File: config.mk
export PLATFORM = sky130hd
export DESIGN_NAME = aes_job_scheduler_flat
export DESIGN_NICKNAME = d
export VERILOG_FILES = /design/src/rtl/aes_job_scheduler_if.sv /design/src/rtl/aes_job_scheduler.sv /design/src/flat_wrapper.sv
export SDC_FILE = /design/constraint.sdc
export NUM_CORES = 1
export LEC_CHECK = 0
export CORE_AREA = 2 2 262 264
export CTS_CLUSTER_SIZE = 14
export DETAILED_ROUTE_END_ITERATION = 12
export DIE_AREA = 0 0 264 266
export PLACE_DENSITY = 0.38
export REMOVE_ABC_BUFFERS = 1
export SYNTH_ARGS = -nofsm -noshare
export SYNTH_HDL_FRONTEND = slang
export SYNTH_SLANG_ARGS = --single-unit
File: constraint.sdc
create_clock -name clk -period 1.8 [get_ports clk]
set_input_delay 0.36 -clock clk [delete_from_list [all_inputs] [get_ports clk]]
set_output_delay 0.36 -clock clk [all_outputs]
set_load 0.01 [all_outputs]
File: src/rtl/aes_job_scheduler_if.sv
// Bus bundle for the AES job scheduler: two requester ports, the
// core-facing block/mode/result signals and the response/status outputs.
interface aes_job_scheduler_if #(
  parameter int CNT_W = 16
);
  logic             req0_valid;
  logic             req0_ready;
  logic [127:0]     req0_data;
  logic             req0_dec;

  logic             req1_valid;
  logic             req1_ready;
  logic [127:0]     req1_data;
  logic             req1_dec;

  logic [127:0]     core_data;
  logic             core_dec;
  logic [127:0]     core_result;

  logic             rsp_valid;
  logic             rsp_ready;
  logic [127:0]     rsp_data;
  logic             rsp_id;

  logic             busy;
  logic [CNT_W-1:0] done_count;

  // Scheduler side.
  modport slave (
    input  req0_valid, req0_data, req0_dec,
    input  req1_valid, req1_data, req1_dec,
    input  core_result, rsp_ready,
    output req0_ready, req1_ready,
    output core_data, core_dec,
    output rsp_valid, rsp_data, rsp_id,
    output busy, done_count
  );

  // Environment side: requesters, AES core and response consumer.
  modport master (
    output req0_valid, req0_data, req0_dec,
    output req1_valid, req1_data, req1_dec,
    output core_result, rsp_ready,
    input  req0_ready, req1_ready,
    input  core_data, core_dec,
    input  rsp_valid, rsp_data, rsp_id,
    input  busy, done_count
  );
endinterface

File: src/rtl/aes_job_scheduler.sv
// Shares one external AES enc/dec datapath between two requesters.
// Round-robin grant in IDLE, registered core inputs, fixed-latency wait,
// captured result held until the consumer takes it. One job in flight.
module aes_job_scheduler #(
  parameter int CORE_LAT = 1,   // 1..15 cycles from core input change to valid result
  parameter int CNT_W    = 16
) (
  input  logic                 clk,
  input  logic                 rst,
  aes_job_scheduler_if.slave   bus
);

  typedef enum logic [1:0] {
    IDLE = 2'd0,
    WAIT = 2'd1,
    RESP = 2'd2
  } state_t;

  localparam logic [3:0] LP_LAT = 4'(CORE_LAT);

  state_t           r_state;
  state_t           w_state_next;

  logic             r_last_grant;   // requester granted most recently
  logic [3:0]       r_wait_cnt;
  logic [127:0]     r_core_data;
  logic             r_core_dec;
  logic             r_rsp_valid;
  logic [127:0]     r_rsp_data;
  logic             r_rsp_id;
  logic [CNT_W-1:0] r_done_count;

  logic             w_grant;
  logic             w_any_valid;
  logic             w_handshake;
  logic             w_wait_last;

  // Arbitration: a lone requester wins; on a tie the one not granted last wins.
  always_comb begin
    w_any_valid = bus.req0_valid | bus.req1_valid;
    if (bus.req0_valid && bus.req1_valid) begin
      w_grant = ~r_last_grant;
    end else begin
      w_grant = bus.req1_valid;
    end
    w_handshake = (r_state == IDLE) && w_any_valid;
    w_wait_last = (r_wait_cnt == 4'd1);
  end

  // Ready is only ever raised for the granted requester while idle.
  assign bus.req0_ready = (r_state == IDLE) && !w_grant && bus.req0_valid;
  assign bus.req1_ready = (r_state == IDLE) &&  w_grant && bus.req1_valid;

  assign bus.core_data  = r_core_data;
  assign bus.core_dec   = r_core_dec;
  assign bus.rsp_valid  = r_rsp_valid;
  assign bus.rsp_data   = r_rsp_data;
  assign bus.rsp_id     = r_rsp_id;
  assign bus.busy       = (r_state != IDLE);
  assign bus.done_count = r_done_count;

  // State register.
  always_ff @(posedge clk) begin
    if (rst) begin
      r_state <= IDLE;
    end else begin
      r_state <= w_state_next;
    end
  end

  // Next-state logic.
  always_comb begin
    w_state_next = r_state;
    case (r_state)
      IDLE: begin
        if (w_handshake) begin
          w_state_next = WAIT;
        end
      end
      WAIT: begin
        if (w_wait_last) begin
          w_state_next = RESP;
        end
      end
      RESP: begin
        if (bus.rsp_ready) begin
          w_state_next = IDLE;
        end
      end
      default: w_state_next = IDLE;
    endcase
  end

  // Job datapath: latch the granted request, count down the core latency,
  // capture the result and count completed jobs. A reset mid-job simply
  // drops everything, so the aborted job is never counted.
  always_ff @(posedge clk) begin
    if (rst) begin
      r_last_grant <= 1'b1;          // makes requester 0 win the first tie
      r_wait_cnt   <= 4'd0;
      r_core_data  <= '0;
      r_core_dec   <= 1'b0;
      r_rsp_valid  <= 1'b0;
      r_rsp_data   <= '0;
      r_rsp_id     <= 1'b0;
      r_done_count <= '0;
    end else begin
      case (r_state)
        IDLE: begin
          if (w_handshake) begin
            r_core_data  <= w_grant ? bus.req1_data : bus.req0_data;
            r_core_dec   <= w_grant ? bus.req1_dec  : bus.req0_dec;
            r_rsp_id     <= w_grant;
            r_last_grant <= w_grant;
            r_wait_cnt   <= LP_LAT;
          end
        end
        WAIT: begin
          r_wait_cnt <= r_wait_cnt - 4'd1;
          if (w_wait_last) begin
            r_rsp_data  <= bus.core_result;
            r_rsp_valid <= 1'b1;
          end
        end
        RESP: begin
          if (bus.rsp_ready) begin
            r_rsp_valid  <= 1'b0;
            r_done_count <= r_done_count + CNT_W'(1);
          end
        end
        default: begin
          r_rsp_valid <= 1'b0;
        end
      endcase
    end
  end

endmodule
File: src/flat_wrapper.sv
// flat-port wrapper written by rule: the top's interface ports become plain ports
module aes_job_scheduler_flat 
#(
  parameter int CORE_LAT = 1,                                                         
  parameter int CNT_W    = 16
)
  (clk, rst, bus_req0_valid, bus_req0_data, bus_req0_dec, bus_req1_valid, bus_req1_data, bus_req1_dec, bus_core_result, bus_rsp_ready, bus_req0_ready, bus_req1_ready, bus_core_data, bus_core_dec, bus_rsp_valid, bus_rsp_data, bus_rsp_id, bus_busy, bus_done_count);
  aes_job_scheduler_if #(.CNT_W(CNT_W)) bus_i ();
  input  logic clk;
  input  logic rst;
  input wire logic [$bits(bus_i.req0_valid)-1:0] bus_req0_valid;
  input wire logic [$bits(bus_i.req0_data)-1:0] bus_req0_data;
  input wire logic [$bits(bus_i.req0_dec)-1:0] bus_req0_dec;
  input wire logic [$bits(bus_i.req1_valid)-1:0] bus_req1_valid;
  input wire logic [$bits(bus_i.req1_data)-1:0] bus_req1_data;
  input wire logic [$bits(bus_i.req1_dec)-1:0] bus_req1_dec;
  input wire logic [$bits(bus_i.core_result)-1:0] bus_core_result;
  input wire logic [$bits(bus_i.rsp_ready)-1:0] bus_rsp_ready;
  output wire logic [$bits(bus_i.req0_ready)-1:0] bus_req0_ready;
  output wire logic [$bits(bus_i.req1_ready)-1:0] bus_req1_ready;
  output wire logic [$bits(bus_i.core_data)-1:0] bus_core_data;
  output wire logic [$bits(bus_i.core_dec)-1:0] bus_core_dec;
  output wire logic [$bits(bus_i.rsp_valid)-1:0] bus_rsp_valid;
  output wire logic [$bits(bus_i.rsp_data)-1:0] bus_rsp_data;
  output wire logic [$bits(bus_i.rsp_id)-1:0] bus_rsp_id;
  output wire logic [$bits(bus_i.busy)-1:0] bus_busy;
  output wire logic [$bits(bus_i.done_count)-1:0] bus_done_count;
  assign bus_i.req0_valid = bus_req0_valid;
  assign bus_i.req0_data = bus_req0_data;
  assign bus_i.req0_dec = bus_req0_dec;
  assign bus_i.req1_valid = bus_req1_valid;
  assign bus_i.req1_data = bus_req1_data;
  assign bus_i.req1_dec = bus_req1_dec;
  assign bus_i.core_result = bus_core_result;
  assign bus_i.rsp_ready = bus_rsp_ready;
  assign bus_req0_ready = bus_i.req0_ready;
  assign bus_req1_ready = bus_i.req1_ready;
  assign bus_core_data = bus_i.core_data;
  assign bus_core_dec = bus_i.core_dec;
  assign bus_rsp_valid = bus_i.rsp_valid;
  assign bus_rsp_data = bus_i.rsp_data;
  assign bus_rsp_id = bus_i.rsp_id;
  assign bus_busy = bus_i.busy;
  assign bus_done_count = bus_i.done_count;
  aes_job_scheduler #(.CORE_LAT(CORE_LAT), .CNT_W(CNT_W)) u_core (.clk(clk), .rst(rst), .bus(bus_i));
endmodule
* Word-level counts from Yosys, hierarchy flattened
Cells that the tools add are included.
** Word-level totals
- Register bits after elaboration :: 282
- Input port bits :: 391
- Output and inout bits :: 278
- Word-level logic and storage cells :: 48
** Cells by class
- Add/subtract/negate cells :: 2
- Eq/ne operators :: 6
- Muxes and demuxes :: 12
- Bitwise gates (word level) :: 3
- Reductions and logical operators :: 16
** Operators with widths (number)
- $mux 128 :: 1
- $add 16x1->16 const B :: 1
- $pmux 4 s2 :: 1
- $reduce_and 2->1 :: 4
- $logic_and 1x1->1 :: 6
- $mux 2 :: 3
- $pmux 2 s3 :: 1
- $reduce_and 3->1 :: 2
- $eq 4x1->1 const B :: 1
- $mux 1 :: 4
- $mux 4 :: 1
- $ne 2x1->1 const B :: 2
- $reduce_bool 2->1 :: 2
- $sub 4x1->4 const B :: 1
- $pmux 1 s3 :: 1
- $eq 2x1->1 const B :: 1
- $eq 2x2->1 const B :: 1
- $logic_not 2->1 :: 1
- $ne 2x2->1 const B :: 1
- $not 1->1 :: 2
- $logic_not 1->1 :: 1
- $or 1x1->1 :: 1

* Depth between registers and ports, before layout
Gate-level depths: netlist of run 1.
- Word-level depth :: 5
- Gate-level depth with buffers :: 8
- Gate-level depth less buffers :: 6

* Worst setup path after synthesis of run 1
No wires, ideal clock.
- Path type :: reg2reg
- From :: reg u_core.r_done_count[3] (netlist: u_core.bus.done_count[3])
- To :: reg u_core.r_done_count[15] (netlist: u_core.bus.done_count[15])
- Library setup time :: 0.121 ns
- Data arrival time :: 1.569 ns
- Data required time :: 1.679 ns
- Slack :: 0.110 ns
- Cell stages (with the launch flop) :: 5
- Buffers on the path :: 0
- Clock period less this slack :: 1.690 ns
- Path through :: dfxtp_1 > nand4_1 > nor4_2 > nor3b_1 > mux2_2
** Between the ends
- Cells in the longest elaborated chain, start to end :: 1
** Ends and longest elaborated chain
- from (decl) :: RTL line aes_job_scheduler.sv:31 : logic [CNT_W-1:0] r_done_count;
- from (signal assigned) :: RTL line aes_job_scheduler.sv:128 : r_done_count <= r_done_count + CNT_W'(1);
- $add 16x1->16 :: RTL line aes_job_scheduler.sv:128
Every way passes these cells.
A chain may end at the register's enable or synchronous reset.

* Worst setup path in the final report of run 1
- From :: reg u_core.r_state[0]
- To :: reg u_core.r_rsp_data[24] (netlist: u_core.bus.rsp_data[24])
** Between the ends
- Cells in the longest elaborated chain, start to end :: 2
** Ends and longest elaborated chain
- from (decl) :: RTL line aes_job_scheduler.sv:21 : state_t r_state;
- from (signal assigned) :: RTL line aes_job_scheduler.sv:67 : r_state <= w_state_next;
- $eq 2x1->1 :: RTL line aes_job_scheduler.sv:108 : case (r_state)
- $reduce_and 2->1 (no source line)
- to (signal assigned) :: RTL line aes_job_scheduler.sv:121 : r_rsp_data <= bus.core_result;
- to (decl) :: RTL line aes_job_scheduler.sv:29 : logic [127:0] r_rsp_data;
Every way passes these cells.

==> results of run 1 <==
[layout make-up]
type                            instances  area, sq um  share of cell area
Antenna cell                            5        12.51           0.0005991
Clock buffer                           62         1195             0.05721
Clock inverter                          5        52.55            0.002516
Inverter                                6        22.52            0.001078
Multi-Input combinational cell        871         5305              0.2540
Sequential cell                       282         5662              0.2711
Tap cell                              882         1104             0.05284
Timing Repair Buffer                  766         7533              0.3607
[worst paths after layout]
path	start	end	slack (ns)	cells after the start
setup / recovery	u_core.r_state[0]	u_core.bus.rsp_data[24]	-0.01	9
hold / removal	rst	u_core.bus.done_count[9]	0.24	2
hold reg to reg	u_core.bus.rsp_data[40]	u_core.bus.rsp_data[40]	0.45	2
setup reg to reg	u_core.r_state[0]	u_core.bus.rsp_data[24]	-0.01	9
[cell families after synthesis]
family / count (synthesis) / share of synthesized area
xor+xnor: 9 / 0.007097
buf+inv: 112 / 0.04394
fa+ha+maj: 3 / 0.003380
compound gates: 278 / 0.1558
simple gates: 448 / 0.1612
flops: 282 / 0.5083
mux: 133 / 0.1202
[sequential cells by signal (all words and copies together) (netlist names), 2 cells and up]
register	cells
u_core.r_wait_cnt	4
u_core.r_state	2
u_core.bus.core_data	128
u_core.bus.rsp_data	128
u_core.bus.done_count	16
[what timing repair did]
action                                 4_1_cts  5_1_grt
gates cloned                                 0        7
endpoints found under the hold margin        0        0
resized for setup                          297       86
pin swaps                                    3       16
setup endpoints to repair                  346      128
setup buffers                                3        6
[stage by stage]
step	setup TNS, ns	utilization
3_3_place_gp	-28.96	0.2863
6_report	-0.02614	0.3083
4_1_cts	-1.670	0.3003
3_5_place_dp	-32.71	0.2863
2_1_floorplan	-1569.72	-
5_1_grt	-8.164	0.3082
[metal layers]
| layer | track usage | part of all wire | vias to the layer above |
|---|---|---|---|
| met2 | 0.2602 | 0.49 | 492 |
| met1 | 0.1524 | 0.35 | 5295 |
| met5 | 0 | 0.0043 | - |
| li1 | - | - | 5765 |
| met4 | 0.04254 | 0.024 | 36 |
| met3 | 0.09325 | 0.14 | 99 |
[power breakdown]
part	switching (mW)	total [mW]	internal [mW]
clock network	2.95	7.61	4.65
registers	0.368	7.34	6.97
logic	2.62	5.35	2.73
[layout by cell type (no fill, tap or decap), types with 8 or more instances in the layout]
cell               n
nor2_1           151
a21oi_1           96
clkbuf_16         47
a211oi_1         125
clkbuf_1          12
nand3_1            8
clkbuf_8           9
mux2i_1          130
a21oi_2           40
nand2_2           13
buf_12            25
nand2_1          245
dlygate4sd2_1    274
buf_4             59
clkdlybuf4s50_1  389
dfxtp_1          273
==> impl_metrics.env, run 1 <==
export IMPL_run_status="complete, but fails checks"
export IMPL_synth_top_area_share=0.5083
export IMPL_drtIter0Drc=376
export IMPL_syn_inst=1265
export IMPL_rsz0062_at_grt="true"
export IMPL_yosys_warnings=0
export IMPL_yosys_register_bits=282
export IMPL_grt_max_degree=56
export IMPL_relSlewSlack=0.7292
export IMPL_async_reset_ff_frac=0
export IMPL_area_growth_pct=88.07
export IMPL_yosysSeqAreaShare=0.5083
export IMPL_io_pins=669
export IMPL_path_clk_slew_ns=0.06
export IMPL_maxSlewViolCount=0
export IMPL_synthFlopType="dfxtp_1"
export IMPL_grt_antenna_before_repair=27
export IMPL_finalNonFillerCells=2879
export IMPL_rows=96
export IMPL_routedWlPerCell_um=19.68
export IMPL_netlist_area_sq_um=11110
export IMPL_slowest_delay_ns=0.34
export IMPL_nNetsFinal=2359
export IMPL_initial_core_util=0.1639
export IMPL_htree_levels=2
export IMPL_die_h_um=266
export IMPL_synth_top_cell_by_area="dfxtp_1"
export IMPL_place_area_sq_um=19400
export IMPL_fmaxAchievable_mhz=551.8
export IMPL_violations="negative setup slack"
export IMPL_startpoint_type="flip-flop"
export IMPL_yosysMostFrequentCell="dfxtp_1"
export IMPL_hold_violations=0
export IMPL_gp_congestion=0.7811
export IMPL_critPathArrivalTime_ns=2.28
export IMPL_dr_pass1_iters=5
export IMPL_setup_ws_ns=-0.01211
export IMPL_hpwl_um=43280
export IMPL_p_per_area_nw_per_um2=971.4
export IMPL_syn_avg_cell_area_sq_um=8.779
export IMPL_drc_errors=0
export IMPL_cts_buffers=38
export IMPL_worst_path_most_repeated_cell="clkbuf_16"
export IMPL_port_buffers=668
export IMPL_p_leak_nw=8.787
export IMPL_synth_area_leaders="dfxtp_1 51%, mux2i_1 12%, nand2_1 8.9%"
export IMPL_pre_cts_ws_ns=-0.3180
export IMPL_grt_ovfl_total=0
export IMPL_nFillCells=7167
export IMPL_ys_top_cells_by_count="282 x dfxtp_1, 263 x nand2_1, 151 x nor2_1, 136 x a21oi_1, 131 x a211oi_1"
export IMPL_cts_tree="yes"
export IMPL_grt_pass1_vias=11770
export IMPL_cpMaxStageDelayCell="dfxtp_4"
export IMPL_synth_edf_count=0
export IMPL_hold_buffers=0
export IMPL_hp_class="in -> reg"
export IMPL_setup_viol=6
export IMPL_end_kind="flip-flop"
export IMPL_power_mw=20.29
export IMPL_crit_family="buffers and inverters"
export IMPL_routed_wl_um=56650
export IMPL_ys_types=36
export IMPL_grt_pass1_wl_um=79330
export IMPL_grt_use_total=0.1512
export IMPL_cts_buffer_depth=3
export IMPL_worstSkewPairLatency_ns=0.54
export IMPL_worstPathMaxFanout=7
export IMPL_die_area_sq_um=70220
export IMPL_vias=11690
export IMPL_crit_required_ns=2.27
export IMPL_worst_pin_slew_ns=0.4063
export IMPL_min_period_ns=1.812
export IMPL_hold_ws_ns=0.2399
export IMPL_via_per_inst=4.059
export IMPL_path_class="reg -> reg"
export IMPL_maxCapViolCount=0
export IMPL_finalCritPeriodShare=1.007
export IMPL_clock_sinks=282
export IMPL_finClkSkew_ns=0.01224
export IMPL_fin_area_sq_um=20890
export IMPL_ir_worst_vdd_mv=0.5679
export IMPL_root_buffer="clkbuf_16"
export IMPL_dieWidth_um=264
export IMPL_crit_path_cell_trace="buf_6 -> nor4bb_4 -> buf_4 -> nor2b_4 -> buf_12 -> clkbuf_16 -> clkbuf_16 -> nand2_4 -> a21oi_2"
export IMPL_place_inst=2791
export IMPL_core_area_sq_um=67750
export IMPL_postRouteAntennaNets=0
export IMPL_drive_gt1_frac=0.1235
export IMPL_crit_buf_inv=5
Power figures use the tool's default switching activity.
==> run 2: changes to the inputs <==
--- a/config.mk
+++ b/config.mk
@@ -9,8 +9,10 @@
 export CTS_CLUSTER_SIZE = 14
 export DETAILED_ROUTE_END_ITERATION = 12
 export DIE_AREA = 0 0 264 266
+export GPL_TIMING_DRIVEN = 0
 export PLACE_DENSITY = 0.38
 export REMOVE_ABC_BUFFERS = 1
+export SLEW_MARGIN = 15
 export SYNTH_ARGS = -nofsm -noshare
 export SYNTH_HDL_FRONTEND = slang
 export SYNTH_SLANG_ARGS = --single-unit
==> run 2 against run 1 <==
The run still ends with negative setup slack left. First-iteration DRC count shrank 4.3%. Non-clock buffer count shrank 43. Largest power group unchanged. Maximum frequency shrank 2.0%. Setup slack lost 0.036 ns.
==> impl_metrics.env, run 2 (synthesized netlist as in run 1, its figures left out) <==
export IMPL_dieWidth_um=264
export IMPL_routedWlPerCell_um=20.22
export IMPL_die_area_sq_um=70220
export IMPL_maxSlewViolCount=0
export IMPL_worstPathMaxFanout=4
export IMPL_nNetsFinal=2318
export IMPL_die_h_um=266
export IMPL_power_mw=20.50
export IMPL_p_comb_frac=0.261
export IMPL_worstSetupStartpoint="bus_req0_valid"
export IMPL_cts_buffer_depth=3
export IMPL_p_per_area_nw_per_um2=996.1
export IMPL_maxCapViolCount=0
export IMPL_hold_ws_ns=0.2783
export IMPL_grt_pass1_wl_um=81120
export IMPL_htree_levels=2
export IMPL_run_status="complete, but fails checks"
export IMPL_core_area_sq_um=67750
export IMPL_grt_antenna_before_repair=23
export IMPL_min_period_ns=1.849
export IMPL_ff2ff_setup_slack_ns=0.06
export IMPL_postRouteAntennaNets=0
export IMPL_drc_errors=0
export IMPL_clock_sinks=282
export IMPL_nFillCells=7140
export IMPL_critPathArrivalTime_ns=1.49
export IMPL_cts_buffers=39
export IMPL_drive_gt1_frac=0.07795
export IMPL_hold_buffers=0
export IMPL_cts_tree="yes"
export IMPL_dr_pass1_iters=6
export IMPL_grt_pass1_vias=11690
export IMPL_ir_worst_vdd_mv=0.6001
export IMPL_path_class="in -> out"
export IMPL_crit_required_ns=1.44
export IMPL_seq_area_sq_um=5669
export IMPL_fin_area_sq_um=20580
export IMPL_hp_class="in -> reg"
export IMPL_relSlewSlack=0.5292
export IMPL_rsz0062_at_grt="true"
export IMPL_finClkSkew_ns=0.01045
export IMPL_fin_util=0.3037
export IMPL_min_from="rst"
export IMPL_power_frac_seq=0.358
export IMPL_grt_ovfl_total=0
export IMPL_hold_violations=0
export IMPL_grt_use_total=0.1561
export IMPL_vias=11610
export IMPL_fmaxAchievable_mhz=541.0
export IMPL_end_kind="primary output"
export IMPL_via_per_inst=4.093
export IMPL_p_sw_frac=0.2920
export IMPL_worstSkewPairLatency_ns=0.54
export IMPL_internal_power_mw=14.51
export IMPL_violations="negative setup slack"
export IMPL_grt_max_degree=106
export IMPL_setup_viol=2
export IMPL_startpoint_type="input pin"
export IMPL_crit_end="bus_req0_ready"
export IMPL_hpwl_um=40760
export IMPL_r2r_start="u_core.r_state[1]"
export IMPL_area_growth_pct=85.28
export IMPL_root_buffer="clkbuf_16"
export IMPL_path_clk_slew_ns=0.06
export IMPL_place_area_sq_um=18990
export IMPL_initial_core_util=0.1639
export IMPL_multi_input_area_sq_um=5097
export IMPL_finalCritPeriodShare=1.027
export IMPL_gp_congestion=0.7360
export IMPL_clkPwrFrac=0.381
export IMPL_ff2ff_path_depth=5
export IMPL_p_sw_mw=5.985
export IMPL_routed_wl_um=57350
export IMPL_rows=96
export IMPL_final_common_cell="clkdlybuf4s50_1"
export IMPL_worst_pin_slew_ns=0.7062
export IMPL_drtIter0Drc=360
export IMPL_port_buffers=668
export IMPL_p_leak_nw=8.648
export IMPL_io_pins=669
export IMPL_final_cell_mix="388 x clkdlybuf4s50_1, 275 x dlygate4sd2_1, 269 x dfxtp_1"
export IMPL_setup_ws_ns=-0.04850
export IMPL_reg2reg_to="u_core.bus.done_count[10]"
==> run 2: timing repair <==
action	CTS	global route
cloned	11	4
setup endpoints to repair	519	170
gates resized for setup	312	28
pin swaps	2	3
setup buffers	19	8
==> run 2: metal layers <==
layer  GRT usage  up-vias  wire (um)
li1            -     5680          -
met1      0.1580     5308      20680
met2      0.2783      500      28350
met3     0.08909       92       7244
met4     0.03317       28        892
met5           0        -        189
==> run 2: through the flow <==
step                setup TNS, ns  setup WS [ns]  cells
floorplan                -1569.72         -8.396   1159
global placement         -2991.96         -15.01   2709
detailed placement        -201.04         -1.319   2729
CTS                       -0.1276       -0.07257   2824
global route              -0.2694        -0.1174   2833
finish                   -0.05183       -0.04850   2836
==> run 2: power groups by stage <==
stage	logic (mW)	clock network, mW	registers (mW)
after floorplan	2.06	0	7.77
after global placement	4.93	0	7.27
after detailed placement	5.30	0	7.48
after CTS	5.37	8.13	7.34
after global routing	5.84	8.42	7.43
final	5.35	7.82	7.33
==> run 2: how the worst min path moves through the flow <==
stage | endpoint | slack (ns) | cells after the start
after floorplan | u_core.bus.done_count[10] | 0.43 | 1
after global placement | u_core.bus.rsp_data[24] | 0.44 | 2
after detailed placement | u_core.bus.rsp_data[103] | 0.45 | 2
after CTS | u_core.bus.done_count[6] | 0.27 | 2
after global routing | u_core.bus.done_count[0] | 0.29 | 2
final | u_core.bus.done_count[6] | 0.28 | 2
==> run 2: cell type report <==
cell class,instances,share of cell area
repair buffers,723,0.3592
flip-flops and latches,282,0.2755
multi-input cells,872,0.2477
clock buffers,63,0.05874
well taps,882,0.05363
clock inverters,4,0.003588
inverters,6,0.001095
diodes,4,0.0004865
==> run 2: worst max-delay path, stage by stage <==
cell	delay (ns)
clkdlybuf4s50_1	0.53
a21boi_4	0.25
buf_4	0.17
nor2_1	0.05
buf_2	0.14
==> run 3: changes to the inputs <==
--- a/config.mk
+++ b/config.mk
@@ -6,6 +6,7 @@
 export NUM_CORES = 1
 export LEC_CHECK = 0
 export CORE_AREA = 2 2 262 264
+export CTS_BUF_LIST = sky130_fd_sc_hd__clkbuf_8 sky130_fd_sc_hd__clkbuf_16
 export CTS_CLUSTER_SIZE = 14
 export DETAILED_ROUTE_END_ITERATION = 12
 export DIE_AREA = 0 0 264 266
==> run 3 against run 2 <==
Cell count grew 0.14%. The flow still finishes with violations (negative setup slack). Critical path type unchanged. Critical path depth did not move. Power down 0.10%. Die area unchanged. Setup slack lost 0.0080 ns. Design area grew 0.36%.
==> impl_metrics.env, run 3 (synthesized netlist as in run 1, its figures left out) <==
export IMPL_gp_congestion=0.7360
export IMPL_internal_power_mw=14.48
export IMPL_slowest_delay_ns=0.53
export IMPL_nNetsFinal=2322
export IMPL_path_class="in -> out"
export IMPL_routed_wl_um=57700
export IMPL_rows=96
export IMPL_finalCritPeriodShare=1.031
export IMPL_fin_area_sq_um=20650
export IMPL_final_cell_mix="388 x clkdlybuf4s50_1, 275 x dlygate4sd2_1, 268 x dfxtp_1"
export IMPL_ir_worst_vdd_mv=0.6009
export IMPL_min_period_ns=1.857
export IMPL_p_sw_mw=5.992
export IMPL_p_per_area_nw_per_um2=991.4
export IMPL_cts_buffer_depth=3
export IMPL_p_comb_frac=0.264
export IMPL_maxCapViolCount=0
export IMPL_rsz0062_at_grt="true"
export IMPL_min_from="rst"
export IMPL_crit_path_cell_trace="clkdlybuf4s50_1 -> a21boi_4 -> buf_4 -> nor2_1 -> buf_2"
export IMPL_reg2reg_to="u_core.bus.rsp_data[74]"
export IMPL_cpMaxStageDelayCell="clkdlybuf4s50_1"
export IMPL_r2r_start="u_core.r_wait_cnt[1]"
export IMPL_grt_max_degree=106
export IMPL_tns_ns=-0.06714
export IMPL_power_mw=20.47
export IMPL_maxSlewViolCount=0
export IMPL_dr_pass1_iters=4
export IMPL_crit_required_ns=1.44
export IMPL_core_area_sq_um=67750
export IMPL_dieWidth_um=264
export IMPL_via_per_inst=4.070
export IMPL_relSlewSlack=0.5230
export IMPL_grt_antenna_before_repair=23
export IMPL_nFillCells=7138
export IMPL_grt_pass1_vias=11700
export IMPL_pre_cts_ws_ns=-1.319
export IMPL_cts_tree="yes"
export IMPL_path_clk_slew_ns=0.05
export IMPL_place_area_sq_um=18990
export IMPL_hold_buffers=0
export IMPL_io_pins=669
export IMPL_worstPathMaxFanout=4
export IMPL_hold_depth=2
export IMPL_grt_use_total=0.1571
export IMPL_setup_ws_ns=-0.05654
export IMPL_startpoint_type="input pin"
export IMPL_critPathArrivalTime_ns=1.50
export IMPL_ff2ff_setup_slack_ns=0.06
export IMPL_finClkSkew_ns=0.01080
export IMPL_end_kind="primary output"
export IMPL_initial_core_util=0.1639
export IMPL_power_frac_seq=0.358
export IMPL_p_sw_frac=0.2927
export IMPL_run_status="complete, but fails checks"
export IMPL_hpwl_um=40760
export IMPL_min_to="u_core.bus.done_count[6]"
export IMPL_drtIter0Drc=408
export IMPL_htree_levels=2
export IMPL_area_growth_pct=85.95
export IMPL_ff2ff_path_depth=10
export IMPL_final_common_cell="clkdlybuf4s50_1"
export IMPL_port_buffers=668
export IMPL_die_h_um=266
export IMPL_hold_ws_ns=0.2779
export IMPL_cts_buffers=39
export IMPL_grt_pass1_wl_um=81460
export IMPL_p_leak_nw=8.740
export IMPL_hp_class="in -> reg"
export IMPL_worstSkewPairLatency_ns=0.54
export IMPL_multi_input_area_sq_um=5096
export IMPL_drc_errors=0
export IMPL_clkPwrFrac=0.378
export IMPL_setup_viol=2
export IMPL_hold_violations=0
export IMPL_grt_ovfl_total=0
export IMPL_seq_area_sq_um=5670
export IMPL_root_buffer="clkbuf_16"
export IMPL_postRouteAntennaNets=0
export IMPL_vias=11560
export IMPL_die_area_sq_um=70220
export IMPL_fmaxAchievable_mhz=538.6
export IMPL_drive_gt1_frac=0.08086
export IMPL_routedWlPerCell_um=20.32
export IMPL_worst_pin_slew_ns=0.7154
export IMPL_clock_sinks=282
export IMPL_violations="negative setup slack"
## run 3: final cells by class
| class | instances | area share |
|---|---|---|
| antenna | 4 | 0.0004847 |
| clock buffer | 51 | 0.05635 |
| clock inverter | 16 | 0.005756 |
| inverter | 6 | 0.001091 |
| multi-input combinational | 872 | 0.2468 |
| sequential | 282 | 0.2746 |
| tap | 882 | 0.05344 |
| timing repair buffer | 727 | 0.3615 |
## run 3: per-layer routing
layer	GRT usage	vias to the layer above	routed length [um]
li1	-	5693	-
met1	0.1582	5263	20600
met2	0.2816	487	28740
met3	0.08900	89	7295
met4	0.03317	28	883
met5	0	-	190
## run 3: critical path: cells and delay by family
kind | cells | cell delay [ns]
and+or+nand+nor | 1 | 0.05
AOI/OAI and AO/OA | 1 | 0.25
buffers and inverters | 3 | 0.84
## run 3: power by group through the flow
stage	combinational, mW	sequential [mW]	clock, mW
CTS	5.41	7.34	8.07
detailed placement	5.30	7.48	0
floorplan	2.06	7.77	0
global route	5.90	7.43	8.35
finish	5.40	7.33	7.74
global placement	4.93	7.27	0
## run 3: worst max-delay path by stage
| stage | to | start | cells after the start | slack (ns) |
|---|---|---|---|---|
| after floorplan | bus_req1_ready | bus_req1_valid | 2 | -8.40 |
| after global placement | u_core.bus.core_data[102] | bus_req1_valid | 4 | -15.01 |
| after detailed placement | u_core.bus.rsp_data[26] | u_core.r_wait_cnt[1] | 10 | -1.32 |
| after CTS | bus_req0_ready | u_core.r_state[1] | 5 | -0.07 |
| after global routing | bus_req0_ready | u_core.r_state[1] | 5 | -0.12 |
| final | bus_req0_ready | bus_req0_valid | 5 | -0.06 |
## run 3: per-stage QoR
| stage | utilization | std cells |
|---|---|---|
| after global routing | 0.3047 | 2837 |
| after floorplan | - | 1159 |
| after detailed placement | 0.2803 | 2729 |
| after CTS | 0.3021 | 2827 |
| final | 0.3048 | 2840 |
| after global placement | 0.2721 | 2709 |
## run 3: timing repair
| item | CTS | global route |
|---|---|---|
| gates resized for setup | 313 | 31 |
| pin swaps | 2 | 3 |
| setup endpoints to repair | 519 | 185 |
| buffers inserted | 21 | 8 |
| gates cloned | 12 | 3 |
